## src/rtl/reqresp_wb_bridge.sv

```systemverilog
// Bridge from a core req/resp memory port to a classic Wishbone master, one transfer at a time.
// Handles byte-lane strobes, write-data replication, misalignment, bus timeout and response buffering.
module reqresp_wb_bridge #(
  parameter int ADDR_WIDTH     = 32,
  parameter int RESP_DEPTH     = 2,
  parameter int REG_RESP       = 1,
  parameter int TIMEOUT_CYCLES = 0,
  parameter int ALIGN_RDATA    = 1
) (
  input  logic                  clk,
  input  logic                  rst,
  input  logic                  req,
  output logic                  req_ready,
  input  logic                  cmd,
  input  logic [1:0]            width,
  input  logic [ADDR_WIDTH-1:0] addr,
  input  logic [31:0]           wdata,
  output logic [31:0]           rdata,
  output logic                  err,
  output logic                  resp,
  input  logic                  resp_ready,
  output logic                  bus_cyc,
  output logic                  bus_stb,
  output logic                  bus_we,
  output logic [3:0]            bus_wstrb,
  output logic [ADDR_WIDTH-1:0] bus_addr,
  output logic [31:0]           bus_data_out,
  input  logic [31:0]           bus_data_in,
  input  logic                  bus_ack,
  input  logic                  bus_err
);

  localparam int PTR_W  = $clog2(RESP_DEPTH);
  localparam int OCC_W  = $clog2(RESP_DEPTH + 2);
  localparam int TMO_W  = (TIMEOUT_CYCLES > 1) ? $clog2(TIMEOUT_CYCLES) : 1;
  localparam bit TMO_EN = (TIMEOUT_CYCLES > 0);
  localparam logic [TMO_W-1:0] TMO_LAST = TMO_W'((TIMEOUT_CYCLES > 0) ? TIMEOUT_CYCLES - 1 : 0);

  typedef enum logic [1:0] {S_IDLE, S_BUS, S_ERRQ} state_t;

  state_t             state_q, state_d;
  logic               live_q;
  logic [1:0]         byte_off_q;
  logic [TMO_W-1:0]   tmo_cnt_q;
  logic               timeout_hit;

  logic               misaligned;
  logic [3:0]         req_strb;
  logic [31:0]        req_data;
  logic               accept;

  logic               push, push_err, pop;
  logic [31:0]        push_data, rdata_aligned;
  logic [32:0]        fifo_mem [RESP_DEPTH];
  logic [PTR_W-1:0]   wr_ptr_q, rd_ptr_q;
  logic [OCC_W-1:0]   fifo_count_q;
  logic               fifo_empty;
  logic [32:0]        fifo_head;
  logic               out_valid;

  // NOTE: every combinational output gets a default before the case, so no latch can be inferred.
  always_comb begin
    misaligned = 1'b0;
    req_strb   = 4'b0000;
    req_data   = wdata;
    case (width)
      2'b00: begin
        req_strb = 4'b0001 << addr[1:0];
        req_data = {4{wdata[7:0]}};
      end
      2'b01: begin
        misaligned = addr[0];
        req_strb   = 4'b0011 << {addr[1], 1'b0};
        req_data   = {2{wdata[15:0]}};
      end
      2'b10: begin
        misaligned = (addr[1:0] != 2'b00);
        req_strb   = 4'b1111;
      end
      default: misaligned = 1'b1;
    endcase
  end

  assign fifo_empty    = (fifo_count_q == '0);
  assign fifo_head     = fifo_mem[rd_ptr_q];
  assign rdata_aligned = (ALIGN_RDATA != 0) ? (bus_data_in >> {byte_off_q, 3'b000}) : bus_data_in;
  assign timeout_hit   = TMO_EN && (tmo_cnt_q == TMO_LAST);

  // Space is reserved at accept time, so a completing transfer always has a FIFO slot.
  assign req_ready = live_q && (state_q == S_IDLE) &&
                     ((fifo_count_q + OCC_W'(out_valid)) < OCC_W'(RESP_DEPTH + REG_RESP));

  assign bus_cyc = (state_q == S_BUS);
  assign bus_stb = bus_cyc;

  always_comb begin
    state_d   = state_q;
    accept    = 1'b0;
    push      = 1'b0;
    push_err  = 1'b0;
    push_data = '0;
    unique case (state_q)
      S_IDLE: begin
        if (req && req_ready) begin
          accept  = 1'b1;
          state_d = misaligned ? S_ERRQ : S_BUS;
        end
      end
      S_BUS: begin
        if (bus_err) begin
          push     = 1'b1;
          push_err = 1'b1;
          state_d  = S_IDLE;
        end else if (bus_ack) begin
          push      = 1'b1;
          push_data = bus_we ? 32'h0 : rdata_aligned;
          state_d   = S_IDLE;
        end else if (timeout_hit) begin
          push     = 1'b1;
          push_err = 1'b1;
          state_d  = S_IDLE;
        end
      end
      S_ERRQ: begin
        push     = 1'b1;
        push_err = 1'b1;
        state_d  = S_IDLE;
      end
      default: state_d = S_IDLE;
    endcase
  end

  // NOTE: sequential state uses non-blocking assignments so every flop samples pre-edge values.
  always_ff @(posedge clk or posedge rst) begin
    if (rst) begin
      state_q      <= S_IDLE;
      live_q       <= 1'b0;
      bus_we       <= 1'b0;
      bus_wstrb    <= 4'b0000;
      bus_addr     <= '0;
      bus_data_out <= '0;
      byte_off_q   <= 2'b00;
      tmo_cnt_q    <= '0;
    end else begin
      state_q <= state_d;
      live_q  <= 1'b1;
      if (accept) begin
        bus_we       <= cmd;
        bus_wstrb    <= req_strb;
        bus_addr     <= {addr[ADDR_WIDTH-1:2], 2'b00};
        bus_data_out <= req_data;
        byte_off_q   <= addr[1:0];
      end
      if (TMO_EN && state_q == S_BUS) tmo_cnt_q <= tmo_cnt_q + 1'b1;
      else                            tmo_cnt_q <= '0;
    end
  end

  // NOTE: the storage array is deliberately not reset; empty entries are never presented.
  always_ff @(posedge clk) begin
    if (push) fifo_mem[wr_ptr_q] <= {push_err, push_data};
  end

  always_ff @(posedge clk or posedge rst) begin
    if (rst) begin
      wr_ptr_q     <= '0;
      rd_ptr_q     <= '0;
      fifo_count_q <= '0;
    end else begin
      if (push) wr_ptr_q <= wr_ptr_q + 1'b1;
      if (pop)  rd_ptr_q <= rd_ptr_q + 1'b1;
      case ({push, pop})
        2'b10:   fifo_count_q <= fifo_count_q + 1'b1;
        2'b01:   fifo_count_q <= fifo_count_q - 1'b1;
        default: fifo_count_q <= fifo_count_q;
      endcase
    end
  end

  generate
    if (REG_RESP != 0) begin : g_reg_resp
      logic        out_valid_q;
      logic [32:0] out_q;

      // Refill the output register whenever it is empty or being consumed this cycle.
      assign pop       = !fifo_empty && (!out_valid_q || resp_ready);
      assign out_valid = out_valid_q;
      assign resp      = out_valid_q;
      assign err       = out_q[32];
      assign rdata     = out_q[31:0];

      always_ff @(posedge clk or posedge rst) begin
        if (rst) begin
          out_valid_q <= 1'b0;
          out_q       <= '0;
        end else if (pop) begin
          out_valid_q <= 1'b1;
          out_q       <= fifo_head;
        end else if (resp_ready) begin
          out_valid_q <= 1'b0;
        end
      end
    end else begin : g_fifo_resp
      assign pop       = !fifo_empty && resp_ready;
      assign out_valid = 1'b0;
      assign resp      = !fifo_empty;
      assign err       = fifo_empty ? 1'b0 : fifo_head[32];
      assign rdata     = fifo_empty ? 32'h0 : fifo_head[31:0];
    end
  endgenerate

endmodule

```

## config.mk

```make
export PLATFORM = sky130hd
export DESIGN_NAME = reqresp_wb_bridge
export DESIGN_NICKNAME = d
export VERILOG_FILES = /design/src/rtl/reqresp_wb_bridge.sv
export SDC_FILE = /design/constraint.sdc
export NUM_CORES = 1
export LEC_CHECK = 0
export BUFFER_PORTS_ARGS = -buffer_cell sky130_fd_sc_hd__buf_2
export CELL_PAD_IN_SITES_DETAIL_PLACEMENT = 1
export CELL_PAD_IN_SITES_GLOBAL_PLACEMENT = 2
export CORE_MARGIN = 1
export CORE_UTILIZATION = 35
export DETAILED_ROUTE_END_ITERATION = 8
export PLACE_DENSITY = 0.84
export SYNTH_ARGS = -nofsm -noshare
export SYNTH_HDL_FRONTEND = slang
export SYNTH_SLANG_ARGS = --single-unit
```

## constraint.sdc

```tcl
create_clock -name clk -period 7.9 [get_ports clk]
set_clock_uncertainty 0.2 [all_clocks]
set_input_delay 1.58 -clock clk [delete_from_list [all_inputs] [get_ports clk]]
set_output_delay 1.58 -clock clk [all_outputs]
set_load 0.01 [all_outputs]
```

==> impl_metrics.env <==
export IMPL_outcome="completed"
export IMPL_postLayoutSetupSlackWorst_ps=4370
export IMPL_routedWlPerCell_um=17.6
export IMPL_slew_headroom_pct=29.0
export IMPL_synth_simple_area_share_pct=13.9
export IMPL_n_fill_cell=2374
export IMPL_synth_area_leaders="dfrtp_1 (37%), edfxtp_1 (26%), mux2i_1 (9.8%), nand2_1 (7.7%), a21oi_1 (3.6%)"
export IMPL_syn_to_final_growth_pct=24.7
export IMPL_dr_pass1_iters=5
export IMPL_synth_seq_cells=176
export IMPL_synth_enable_flop_cells=66
export IMPL_syn_avg_cell_area_um2=11.0
export IMPL_gp_congestion=0.744
export IMPL_synth_adder_area_share_pct=0.835
export IMPL_clk_pin_slew_worst_paths_ps=80
export IMPL_grtUsageMet1_pct=24.2
export IMPL_fin_crit_sh_pct=44.7
export IMPL_hpwl_um=14000
export IMPL_hold_class="flop to flop"
export IMPL_htree_levels=4
export IMPL_ys_async_sr_fraction_pct=62.5
export IMPL_power_leakage_uw=0.00438
export IMPL_start_util_pct=35.6
export IMPL_critPathCaptureType="output port"
export IMPL_ys_warn_count=0
export IMPL_grt_pass1_vias=5780
export IMPL_stdcell_count=1158
export IMPL_fp_coreArea_mm2=0.0210
export IMPL_dp_cells=1125
export IMPL_grt_use_met2_pct=30.6
export IMPL_die_area_mm2=0.0220
export IMPL_fin_nets=979
export IMPL_post_cts_buffers=0
export IMPL_drtIter0Drc=255
export IMPL_fin_crit_ps=3530
export IMPL_die_width_um=148
export IMPL_rows=53
export IMPL_pre_cts_ws_ps=3990
export IMPL_via_per_inst=4.77
export IMPL_synth_top_area_cell="dfrtp_1"
export IMPL_tritoncts="built"
export IMPL_io_pins=211
export IMPL_synth_seq_area_share_pct=63.2
export IMPL_synthMuxAreaShare_pct=9.75
export IMPL_arrival_ps=1750
export IMPL_synth_compound_area_share_pct=8.15
export IMPL_hold_viol=0
export IMPL_powerDensity_mw_per_mm2=379
export IMPL_rsz0062_at_grt="no"
export IMPL_finalSetupViolations=0
export IMPL_num_vias=5523
export IMPL_die_height_um=148
export IMPL_portBuffers=208
export IMPL_hold_ws_ps=273
export IMPL_antenna_left=0
export IMPL_drv_slew=0
export IMPL_clk_latency_ps=440
export IMPL_power_uw=3540
export IMPL_path_class="flop to output port"
export IMPL_grtUsageTotal_pct=19.2
export IMPL_cts_sinks=176
export IMPL_layout_commonest_cell="buf_2"
export IMPL_antenna_found_initial=1
export IMPL_ir_drop_mv=0.151
export IMPL_synthXorXnorAreaFrac_pct=0.701
export IMPL_synth_cells=679
export IMPL_layout_drive_gt1_share_pct=29.1
export IMPL_syn_cell_area_mm2=0.00749
export IMPL_cts_root_buffer="clkbuf_16"
export IMPL_numCtsBuffers=17
export IMPL_grt_ovfl_total=0
export IMPL_synth_top_family_by_area="simple AND/OR/NAND/NOR gates"
export IMPL_maxCapViolations=0
export IMPL_drc_errors=0
export IMPL_ctsResizeCount=0
export IMPL_grt_max_degree=91
export IMPL_fin_setup_tns_ps=0
export IMPL_routed_wirelength_um=20300
export IMPL_synth_top_flop_cell="dfrtp_1"
export IMPL_clockBufferDepth=2
export IMPL_max_freq_mhz=283
export IMPL_synth_cell_type_count=35
export IMPL_cp_max_fo=4
export IMPL_ctsHoldBuffers=0
export IMPL_grt_pass1_wl_um=32100
export IMPL_final_cell_mix="buf_2 (208), nand2_1 (153), dfrtp_1 (109)"
export IMPL_busiest_layer="met2"
export IMPL_tightest_slew_ps=1060
export IMPL_startpoint_type="flop"
export IMPL_crit_required_ps=6120
export IMPL_grtUsageMet3_pct=7.24
export IMPL_yosys_area_top_type_share_pct=36.7
cell type report:
type	instances	area (µm²)	share of cell area, %
flip-flops and latches	176	4740	50.7
multi-input cells	452	2550	27.3
repair buffers	215	1090	11.7
clock buffers	17	425	4.55
well taps	275	344	3.68
clock inverters	15	166	1.78
inverters	7	28.8	0.308
diodes	1	2.50	0.0268
registers in the layout, indices dropped and copies added, names as in the netlist:
name and flops:
bus_we 1, byte_off_q 2, g_reg_resp.out_q 33, wr_ptr_q 1
bus_addr 30, rd_ptr_q 1, state_q 2, bus_data_out 32
bus_wstrb 4, live_q 1, fifo_mem 66, resp 1
fifo_count_q 2
critical path: stages (launching register included):
cell,delay (ps)
dfrtp_1,440
ha_1,230
xor2_1,360
a21oi_1,120
buf_2,160
per-stage QoR:
stage	instance area (µm²)	utilization, %
detailed placement	8750	41.6
floorplan	7500	-
finish	9340	44.4
global placement	8750	41.6
CTS	9340	44.4
global route	9340	44.4
layer usage:
metal  routed length, µm  part of all wire (%)
met2                9550                    47
met3                1720                   8.5
met5                   8                 0.039
met4                 218                   1.1
met1                8850                    44
worst paths after layout:
| check | from | end | slack [ps] | cells past startpoint |
|---|---|---|---|---|
| setup / recovery | resp$_DFFE_PP0P_ | req_ready | 4370 | 4 |
| hold / removal | bus_addr[8]$_DFFE_PP0P_ | bus_addr[8]$_DFFE_PP0P_ | 270 | 2 |
| setup reg to reg | state_q[1]$_DFFE_PP0P_ | fifo_mem[1][31]$_DFFE_PP_ | 4890 | 6 |
| hold reg to reg | bus_addr[8]$_DFFE_PP0P_ | bus_addr[8]$_DFFE_PP0P_ | 270 | 2 |
| max in group asynchronous | rst | rd_ptr_q$_DFFE_PP0P_ | 5090 | 3 |
| min in group asynchronous | rst | bus_addr[30]$_DFFE_PP0P_ | 1060 | 2 |
synth_stat cells, types with 2 or more instances:
| master | count |
|---|---|
| nor2b_1 | 11 |
| nand3_1 | 2 |
| dfrtp_1 | 110 |
| conb_1 | 2 |
| o21ai_1 | 2 |
| xor2_1 | 3 |
| and3_1 | 2 |
| o31ai_1 | 2 |
| nand2_1 | 153 |
| inv_1 | 7 |
| mux2i_1 | 73 |
| xnor2_1 | 3 |
| a21oi_1 | 54 |
| clkbuf_1 | 17 |
| and2_1 | 10 |
| buf_2 | 22 |
| a211oi_1 | 16 |
| o21ai_0 | 29 |
| buf_4 | 5 |
| nor2_1 | 72 |
| ha_1 | 5 |
| edfxtp_1 | 66 |
cell families (layout without fill, tap and decap cells):
| logic type | Yosys count | after routing |
|---|---|---|
| adders and majority gates | 5 | 5 |
| muxes | 73 | 73 |
| DFF | 176 | 176 |
| AOI/OAI and AO/OA | 109 | 109 |
| and+or+nand+nor | 256 | 256 |
| xor gates and xnor gates | 6 | 6 |
| buffers and inverters | 52 | 254 |
| other | 2 | 4 |
where the power goes:
group | switching [µW] | internal, µW | total [µW]
logic | 703 | 477 | 1180
clock network | 405 | 451 | 856
registers | 226 | 1270 | 1500
(Power assumes the default switching activity.)
